$ cat config.mk
export PLATFORM = sky130hd
export DESIGN_NAME = uart_rx_parity
export DESIGN_NICKNAME = d
export VERILOG_FILES = /design/src/rtl/uart_rx_parity.sv
export SDC_FILE = /design/constraint.sdc
export NUM_CORES = 1
export LEC_CHECK = 0
export ABC_CLOCK_PERIOD_IN_PS = 3700
export BUFFER_PORTS_ARGS = -buffer_cell sky130_fd_sc_hd__buf_2
export CAP_MARGIN = 20
export CORE_ASPECT_RATIO = 1.2
export CORE_MARGIN = 1.5
export CORE_UTILIZATION = 45
export CTS_BUF_LIST = sky130_fd_sc_hd__clkbuf_8
export CTS_CLUSTER_DIAMETER = 50
export DETAILED_ROUTE_END_ITERATION = 8
export PLACE_DENSITY = 0.6
export SKIP_CTS_REPAIR_TIMING = 1
export SLEW_MARGIN = 40
export SYNTH_ARGS = -nofsm -noshare
export SYNTH_HDL_FRONTEND = slang
export SYNTH_SLANG_ARGS = --single-unit
$ cat constraint.sdc
create_clock -name clk -period 3.7 [get_ports clk]
set_input_delay 0.555 -clock clk [delete_from_list [all_inputs] [get_ports clk]]
set_output_delay 0.555 -clock clk [all_outputs]
set_load 0.01 [all_outputs]
$ cat src/rtl/uart_rx_parity.sv
`default_nettype none
// ============================================================================
// Module   : uart_rx_parity
// Purpose  : 8E1 serial receiver (8 data bits LSB first, even parity, one
//            stop bit). Oversamples rx at CLKS_PER_BIT clocks per bit and
//            delivers each recovered byte with parity and framing status.
// Ports    : clk        - system clock, rising edge
//            rst        - synchronous active-high reset
//            rx         - asynchronous serial line, idle high
//            data       - last received byte, updated with valid
//            valid      - one-cycle pulse per completed frame
//            parity_err - last frame: XOR of data bits and parity bit is 1
//            frame_err  - last frame: stop bit sampled low
// Revision : 1.0 - initial release
// ============================================================================
module uart_rx_parity #(
  parameter int CLKS_PER_BIT = 868
) (
  input  logic       clk,
  input  logic       rst,
  input  logic       rx,
  output logic [7:0] data,
  output logic       valid,
  output logic       parity_err,
  output logic       frame_err
);

  localparam int CNT_W = $clog2(CLKS_PER_BIT);
  localparam logic [CNT_W-1:0] CNT_LAST = CNT_W'(CLKS_PER_BIT - 1);
  localparam logic [CNT_W-1:0] CNT_HALF = CNT_W'(CLKS_PER_BIT / 2 - 1);

  typedef enum logic [2:0] {
    IDLE   = 3'd0,
    START  = 3'd1,
    DATA   = 3'd2,
    PARITY = 3'd3,
    STOP   = 3'd4,
    BREAK  = 3'd5
  } state_t;

  logic [1:0]       sync;
  logic             rxs;
  state_t           state;
  logic [CNT_W-1:0] cnt;
  logic [2:0]       idx;
  logic [7:0]       shreg;
  logic             par_bit;
  logic             stop_bit;
  logic             done;

  // Two-flop synchronizer; resets to the idle (high) line level.
  always_ff @(posedge clk) begin
    if (rst) begin
      sync <= 2'b11;
    end else begin
      sync <= {sync[0], rx};
    end
  end

  assign rxs = sync[1];

  always_ff @(posedge clk) begin
    if (rst) begin
      state      <= IDLE;
      cnt        <= '0;
      idx        <= 3'd0;
      shreg      <= 8'h00;
      par_bit    <= 1'b0;
      stop_bit   <= 1'b1;
      done       <= 1'b0;
      data       <= 8'h00;
      valid      <= 1'b0;
      parity_err <= 1'b0;
      frame_err  <= 1'b0;
    end else begin
      valid <= 1'b0;
      case (state)
        IDLE: begin
          if (!rxs) begin
            state <= START;
            cnt   <= '0;
          end
        end

        // Re-check the line at mid start bit to reject short glitches.
        START: begin
          if (cnt == CNT_HALF) begin
            cnt   <= '0;
            idx   <= 3'd0;
            state <= rxs ? IDLE : DATA;
          end else begin
            cnt <= cnt + 1'b1;
          end
        end

        DATA: begin
          if (cnt == CNT_LAST) begin
            cnt        <= '0;
            shreg[idx] <= rxs;
            if (idx == 3'd7) begin
              state <= PARITY;
            end else begin
              idx <= idx + 3'd1;
            end
          end else begin
            cnt <= cnt + 1'b1;
          end
        end

        PARITY: begin
          if (cnt == CNT_LAST) begin
            cnt     <= '0;
            par_bit <= rxs;
            state   <= STOP;
          end else begin
            cnt <= cnt + 1'b1;
          end
        end

        // The stop bit is sampled first; results are published on the
        // following cycle. A start bit already present on that cycle is
        // taken directly so back-to-back frames are not lost.
        STOP: begin
          if (done) begin
            done       <= 1'b0;
            valid      <= 1'b1;
            data       <= shreg;
            parity_err <= ^{shreg, par_bit};
            frame_err  <= ~stop_bit;
            if (!stop_bit) begin
              state <= BREAK;
            end else if (!rxs) begin
              state <= START;
              cnt   <= '0;
            end else begin
              state <= IDLE;
            end
          end else if (cnt == CNT_LAST) begin
            cnt      <= '0;
            stop_bit <= rxs;
            done     <= 1'b1;
          end else begin
            cnt <= cnt + 1'b1;
          end
        end

        // Line held low after a bad stop bit: wait for it to return high
        // so the low level is not mistaken for a new start bit.
        BREAK: begin
          if (rxs) begin
            state <= IDLE;
          end
        end

        default: begin
          state <= IDLE;
        end
      endcase
    end
  end

endmodule
`default_nettype wire

# Yosys cells after proc, flatten, opt, wreduce, memory -nomap -nowiden
# Cells that the tools add are included.
# word_totals
input_bits	3
wordCells	77
regBits	40
out_inout_bits	11
# op_classes
bitwise_logic	3
n_addsub	2
n_lt_le_gt_ge	2
n_reduce_logical	14
n_mux	27
eq_ne	17
# ops
op	count
two-way mux 10 bit	5
case mux 10 bit (4 select lines)	1
two-way mux 3 bit	11
case mux 3 bit (6 select lines)	1
!= test 2 bit, second input constant	8
adder 10 x 1 -> 10 bit, second input constant	1
== test 10 bit, second input constant	1
== test 10 x 9 -> 1 bit, second input constant	1
== test 3 bit, second input constant	3
parity 9 bit	1
bitwise mux 8 bit	1
AND reduction 2 bit	4
AND reduction 7 bit	1
== test 3 x 2 -> 1 bit, second input constant	2
case mux 3 bit (2 select lines)	1
two-way mux 1 bit	5
less-than comparator 3 x 4 -> 1 bit, second input constant	1
AND reduction 4 bit	1
nonzero test 4 bit	1
OR reduction 2 bit	2
adder 3 x 1 -> 3 bit, second input constant	1
demux 1 bit (select 3 bit)	1
== test 3 x 1 -> 1 bit, second input constant	1
>= comparator 3 x 1 -> 1 bit, second input constant	1
7 further kinds	9

# Logic depth before layout (Yosys ltp)
# Gate-level depths: netlist of the first run.
# depth
depth_word	5
ltp_mapped	7
ltp_nobuf	7

# Least setup slack after synthesis of the first run
# No wires, ideal clock.
# synth_timing
kind	register to register
from	register cnt[8]
to	register state[0]
path_stages_with_launch	7
required_ps	3584
arrival_time_ps	1760
setup_time_ps	116
path_buffers	1
period_less_slack_ps	1876
slack_ps	1824
cell_sequence	dfxtp_1 or3b_1 buf_6 or3_1 o21ai_2 a311oi_1 a41o_1
# synth_between
elab_chain_cells	3
elab_cells_between_ends	6
classes_between	5 x eq/ne; 1 x reduce/logical
# synth_lines
item	line	source
from (decl)	44	logic [CNT_W-1:0] cnt;
from (signal assigned)	92	cnt <= cnt + 1'b1;
from (signal assigned)	106	cnt <= cnt + 1'b1;
from (signal assigned)	116	cnt <= cnt + 1'b1;
== test 10 bit / == test 10 x 9 -> 1 bit (equally long branches)	97, 111, 87	
!= test 2 bit (no line)	n/a	
AND reduction 7 bit (no line) (*)	n/a	
to (signal assigned)	90	state <= rxs ? IDLE : DATA;
to (decl)	43	state_t state;
# Every way passes the cells marked *; elsewhere a longest branch is shown, timed or not.
# A chain may end at the register's enable or synchronous reset.

# Final worst setup path of the first run
# layout_timing
from	register state[2]
to	register cnt[6]
# layout_between
elab_chain_cells	4
elab_cells_between_ends	10
classes_between	5 x eq/ne; 1 x mux; 4 x reduce/logical
# layout_lines
item	line	source
== test 3 x 2 -> 1 bit	77	case (state)
OR reduction 2 bit (no line)	n/a	
nonzero test 4 bit (no line)	n/a	
AND reduction 2 bit (no line)	n/a	
# Parallel ways exist; a longest one is shown, timed or not.

==> metrics, run 1 <==
run status=completed; DR pass1 iterations=4; Worst-Skew Late Latency=slightly below 0.3 ns; buffers added on ports=13; #FFs+latches synth=40; Worst Path Max Fanout=13; GR Util All Layers=about 17%; vias in the first global route=between 1500 and 2000; top-area cell type share of the netlist area=roughly 39%; worst hold slack=~0.41 ns; Die Y=76.7 um; Synth warnings=0; clock buffer depth=2; Cell Chain, Critical Path=nor4b_1 > nor2_1 > o32ai_2 > o21ai_0 > a31oi_1; most frequent cells in the layout=dfxtp_1 (40), nand2_1 (35), a21oi_1 (26), nor2_1 (22), buf_2 (13); syn_area_per_cell=roughly 8.4 um^2; CTS Sinks=40; ant diodes=0; FMAX=~460 MHz; GP Congestion=0.881; total design power=a little over 0.0009 W; clock root buffer=clkbuf_8; Peak VDD IR=approximately 0.00021 V; row cnt=26; vias per inst=roughly 5.5; Critical Path RT=about 4 ns; slew margin rel.=53.6%; vias post-DR=1702; slowest cell on the critical path=dfxtp_1; CP startpoint kind=flip-flop; DRC errors left=0; cells after synthesis=about 240; Max Transition Viols Final=0; Post-Syn Area=0.00204 mm^2; share of cells above drive strength 1=~14%; die area=0.00494 mm^2; Hold/Removal Path Class=flip-flop to flip-flop; drt initial violations=just over 80; CTS Buf Count=5; Setup CP Type=flip-flop to flip-flop; power density over the cells=~420 mW/mm^2; commonest non-fill, non-tap cell in the layout=dfxtp_1; number of enable flip-flop cells after synthesis=0; RSZ-0062 raised after global routing=false; nets@finish=between 200 and 300; Pleak=~0.85 nW; Setup Skew=between 0.01 and 0.015 ns; Initial Utilization=about 47%; gr ovfl total=0; Worst-Margin Slew=0.695 ns; dominant cells by area after synthesis=dfxtp_1 (39%), nand2_1 (6.5%), a21oi_1 (6.4%); Die Width=~64 um; min Tclk post-route=~2.2 ns; first-pass GRT wire length=~7.0 mm; Synth area leader=dfxtp_1; Avg WL per Cell=~13 um; met2 Use GR=30.2%; GR Util met3=~3.7%; Data arrival, critical path=around 2.4 ns; busiest grt layer=met2; fin crit share=between 50% and 60%; max-cap violation count=0; Post-synth ARST share=0%; H-tree depth=2; Hold Violations, Final=0; largest net degree at the start of global routing=38; sum of negative setup slack=0 ns; synthesized net count=250; Synth-to-Final Area Change=8.24%; sequential area share after synthesis=approximately 39%; crit path buf inv count=0; slowest stage delay, CP=between 0.5 and 0.6 ns; Core ar.=between 0.004 and 0.005 mm^2; Post-DP HPWL=a little under 3 mm; post-synthesis cell type count=48; initial antenna violation count=0; Top Ports=14; met1 track demand over resource=a little over a fifth; CTS tree=built; Post-synth top flop=dfxtp_1; Worst Setup End Kind=flip-flop; CP delay by family, top=compound AO/OA/AOI/OAI gates; Antenna Nets Post-Route=0; Reg clk slew, reported paths=approximately 0.08 ns; setup violators final=0; drt total wl=around 4.1 mm
## sequential cells by signal (all words and copies together), names as in the netlist
name and flops:
stop_bit 1, done 1, frame_err 1, parity_err 1, valid 1, cnt 10, idx 3, state 3
par_bit 1, data 8, shreg 8, sync 2
## through the flow
stage                     cells  instance area [um^2]  worst slack [ns]  utilization [%]
after floorplan             243                  2040              1.82                -
after detailed placement    300                  2120              1.52             49.3
after global routing        308                  2200              1.20             51.3
after global placement      300                  2120              1.52             49.3
after CTS                   308                  2200              1.51             51.3
final                       308                  2200              1.53             51.3
## final timing paths
kind / start / end / depth (start not counted) / slack (ns)
worst min register to register: sync[0]$_SDFF_PP1_ / sync[1]$_SDFF_PP1_ / 1 / 0.41
worst max register to register: state[2]$_SDFFE_PP0P_ / cnt[6]$_SDFFE_PP0P_ / 5 / 1.53
worst max-delay path: state[2]$_SDFFE_PP0P_ / cnt[6]$_SDFFE_PP0P_ / 5 / 1.53
worst min-delay path: sync[0]$_SDFF_PP1_ / sync[1]$_SDFF_PP1_ / 1 / 0.41
## cells by family (layout without fill, tap and decap cells)
family / after synthesis / count (layout) / share of synthesized area [%]
buffers and inverters: 17 / 26 / 3.63
multiplexers: 11 / 11 / 5.41
AND/OR/NAND/NOR: 112 / 112 / 29.4
AO/OA/AOI/OAI: 51 / 51 / 15.7
flip-flops: 40 / 40 / 39.3
XOR/XNOR: 8 / 8 / 4.12
adder cells (fa/ha/maj): 4 / 4 / 2.46
## synth_stat cells (2+ instances only)
| cell type | number |
|---|---|
| inv_1 | 5 |
| mux2i_1 | 11 |
| ha_1 | 4 |
| nand4b_1 | 5 |
| nand3b_1 | 3 |
| and3_1 | 2 |
| o21ai_0 | 7 |
| nand3_1 | 12 |
| or3b_2 | 3 |
| nand2_1 | 35 |
| clkbuf_1 | 9 |
| or3_1 | 3 |
| a31oi_1 | 4 |
| dfxtp_1 | 40 |
| buf_2 | 2 |
| nand2b_1 | 3 |
| xnor2_1 | 6 |
| nor4_1 | 2 |
| a21oi_1 | 26 |
| and4bb_2 | 2 |
| or2_2 | 5 |
| nor3_1 | 6 |
| nand4_1 | 2 |
| nor2_1 | 22 |
## per-layer routing
| layer | vias to the layer above | part of all wire, % |
|---|---|---|
| li1 | 883 | - |
| met4 | 0 | 0.66 |
| met5 | - | 0 |
| met1 | 779 | 46 |
| met3 | 2 | 3.5 |
| met2 | 38 | 50 |
## cell type report
cell class / count / area (um^2)
fill: 424 / 2090
timing repair buffer: 13 / 65.1
clock buffer: 5 / 68.8
sequential: 40 / 801
clock inverter: 3 / 18.8
inverter: 5 / 18.8
tap: 56 / 70.1
multi-input combinational: 186 / 1160
## report_power, final
group          internal (W)  total, W  switching [W]  leakage, nW
sequential         0.000443  0.000467      0.0000242        0.323
clock              0.000131  0.000284       0.000152       0.0479
combinational     0.0000641  0.000166       0.000102        0.483
No activity file was read; power rests on OpenSTA's default activity.
==> run 2: changes to the inputs <==
Settings changed: ABC_CLOCK_PERIOD_IN_PS 3700 to 1800, PLACE_DENSITY 0.6 to 0.63.
Clock period 3.7 ns to 1.8 ns, I/O delays scaled along.
==> run 2 against run 1 <==
  * Clock skew down 0.0057 ns
  * Sequential share of layout area shrank 6.4 points
  * Clock-buffer cell count is the same
  * Sequential power grew 100%
  * First-iteration DRC count is 4.9% higher
  * Final area is 23% higher
  * Final cell count increased by 14%
  * Global-route usage rose by 2.1 points
  * Non-clock buffer count is 43 higher
  * Critical path depth is 1 higher
  * Total power is 150% higher
  * Utilization rose by 12 points
==> metrics, run 2 (synthesis results as in run 1) <==
run status=completed; Worst-Margin Slew=0.424 ns; Sw Pwr=between 0.0006 and 0.0007 W; Non-Filler Instances=around 350; CTS Buf Count=5; ant diodes=0; gr ovfl total=0; Critical Path RT=2.02 ns; Die Y=approximately 77 um; CTS Sinks=40; drt initial violations=85; Area after DPL=approximately 0.0024 mm^2; FILL cells=approximately 390; Max Transition Viols Final=0; vias per inst=5.35; Post-DP HPWL=around 3.3 mm; H-tree depth=2; commonest non-fill, non-tap cell in the layout=buf_4; Top Ports=14; drt total wl=roughly 4.7 mm; sum of negative setup slack=0 ns; min Tclk post-route=roughly 1.8 ns; max-cap violation count=0; Worst-Skew Late Latency=~0.30 ns; setup violators final=0; Antenna Nets Post-Route=0; Reg clk slew, reported paths=approximately 0.08 ns; CP startpoint kind=flip-flop; Internal=between 0.0015 and 0.002 W; nets@finish=301; fin crit share=a little over nine tenths; first-pass GRT wire length=between 7 and 8 mm; final instance area=0.00271 mm^2; Data arrival, critical path=1.98 ns; Reg power frac=between 40% and 50%; slew margin rel.=a little under three quarters; Hold Violations, Final=0; Worst Setup End Kind=flip-flop; top flop regs=cnt: 10 flops, data: 8 flops, shreg: 8 flops; Initial Utilization=a little under half; GP Congestion=0.792; FMAX=~570 MHz; Die Width=approximately 64 um; RSZ-0062 raised after global routing=true; Setup CP Type=flip-flop to flip-flop; Peak VDD IR=0.000576 V; Synth-to-Final Area Change=33.0%; vias post-DR=between 1500 and 2000; share of cells above drive strength 1=34.2%; Setup Skew=0.00508 ns; Hold/Removal Path Class=input pin to flip-flop; largest net degree at the start of global routing=19; clock root buffer=clkbuf_8; clock buffer depth=2; Sw Share=between 20% and 30%; pre-CTS setup slack=-0.00419 ns; placed cell count=339; most frequent cells in the layout=buf_4 (39), nand2_1 (35), dfxtp_1 (33), a21oi_1 (24), nor2_1 (21); max reg flops=10; CTS tree=built; power density over the cells=846 mW/mm^2; Reg with most FFs=cnt; Logic pwr share=around a quarter; row cnt=26; GR Util All Layers=19.5%; die area=around 0.005 mm^2; Avg WL per Cell=between 10 and 15 um; Core ar.=roughly 0.0043 mm^2; DRC errors left=0; Clock Power Share=approximately a third; DR pass1 iterations=4; buffers added on ports=13; vias in the first global route=1677; Pleak=about 1.1 nW; Worst Path Max Fanout=6; initial antenna violation count=0; setup ws final=approximately 0.044 ns
==> run 2: changes by cell type in the layout (fill, tap and decap cells not counted), moves of 2 or more <==
| cell | before | now |
|---|---|---|
| nor3_1 | 6 | 2 |
| buf_4 | 0 | 39 |
| or3b_4 | 0 | 3 |
| buf_6 | 0 | 4 |
| nor3_2 | 0 | 2 |
| nor3_4 | 0 | 2 |
| dfxtp_2 | 0 | 6 |
| or3b_2 | 3 | 1 |
| dfxtp_1 | 40 | 33 |
| a21oi_1 | 26 | 24 |
==> run 2: routing by layer <==
metal / GRT usage, % / routed length [um] / up-vias
li1: - / - / 966
met1: 22.9 / 2030 / 879
met2: 34.4 / 2440 / 29
met5: 0 / 0 / -
met3: 3.96 / 137 / 5
met4: 7.45 / 53 / 0
==> run 2: worst max-delay path: stages (launching register included) <==
cell and delay (ns):
dfxtp_2 0.32, or3b_4 0.45, or3_4 0.38, o21ai_4 0.15, buf_4 0.15, nand4_1 0.10
a21oi_1 0.13
==> run 2: cell type report <==
| cell class | count | area, um^2 | share of cell area, % |
|---|---|---|---|
| tap | 56 | 70.1 | 2.59 |
| sequential | 40 | 812 | 30.0 |
| inverter | 5 | 18.8 | 0.693 |
| multi-input combinational | 186 | 1290 | 47.7 |
| clock inverter | 3 | 42.5 | 1.57 |
| clock buffer | 5 | 68.8 | 2.54 |
| timing repair buffer | 56 | 403 | 14.9 |
==> run 2: power groups by stage <==
stage	sequential [W]	clock, W	combinational (W)
6_report	0.000955	0.000740	0.000597
5_1_grt	0.000958	0.000805	0.000660
4_1_cts	0.000939	0.000759	0.000492
3_5_place_dp	0.000960	0	0.000491
3_3_place_gp	0.000960	0	0.000493
2_1_floorplan	0.000949	0	0.000304
==> run 2: path summary, 6_finish.rpt <==
| path | start | end | slack [ns] | cells after the start |
|---|---|---|---|---|
| max | cnt[3]$_SDFFE_PP0P_ | state[2]$_SDFFE_PP0P_ | 0.04 | 6 |
| max reg2reg | cnt[3]$_SDFFE_PP0P_ | state[2]$_SDFFE_PP0P_ | 0.04 | 6 |
| min | rx | sync[0]$_SDFF_PP1_ | 0.15 | 2 |
| min reg2reg | sync[0]$_SDFF_PP1_ | sync[1]$_SDFF_PP1_ | 0.41 | 1 |
==> run 2: per-stage QoR <==
step	power (W)	util [%]	hold WS, ns
floorplan	0.00125	-	0.374
global placement	0.00145	56.3	0.393
detailed placement	0.00145	56.3	0.394
CTS	0.00219	58.9	0.149
global route	0.00242	63.1	0.151
finish	0.00229	63.1	0.154
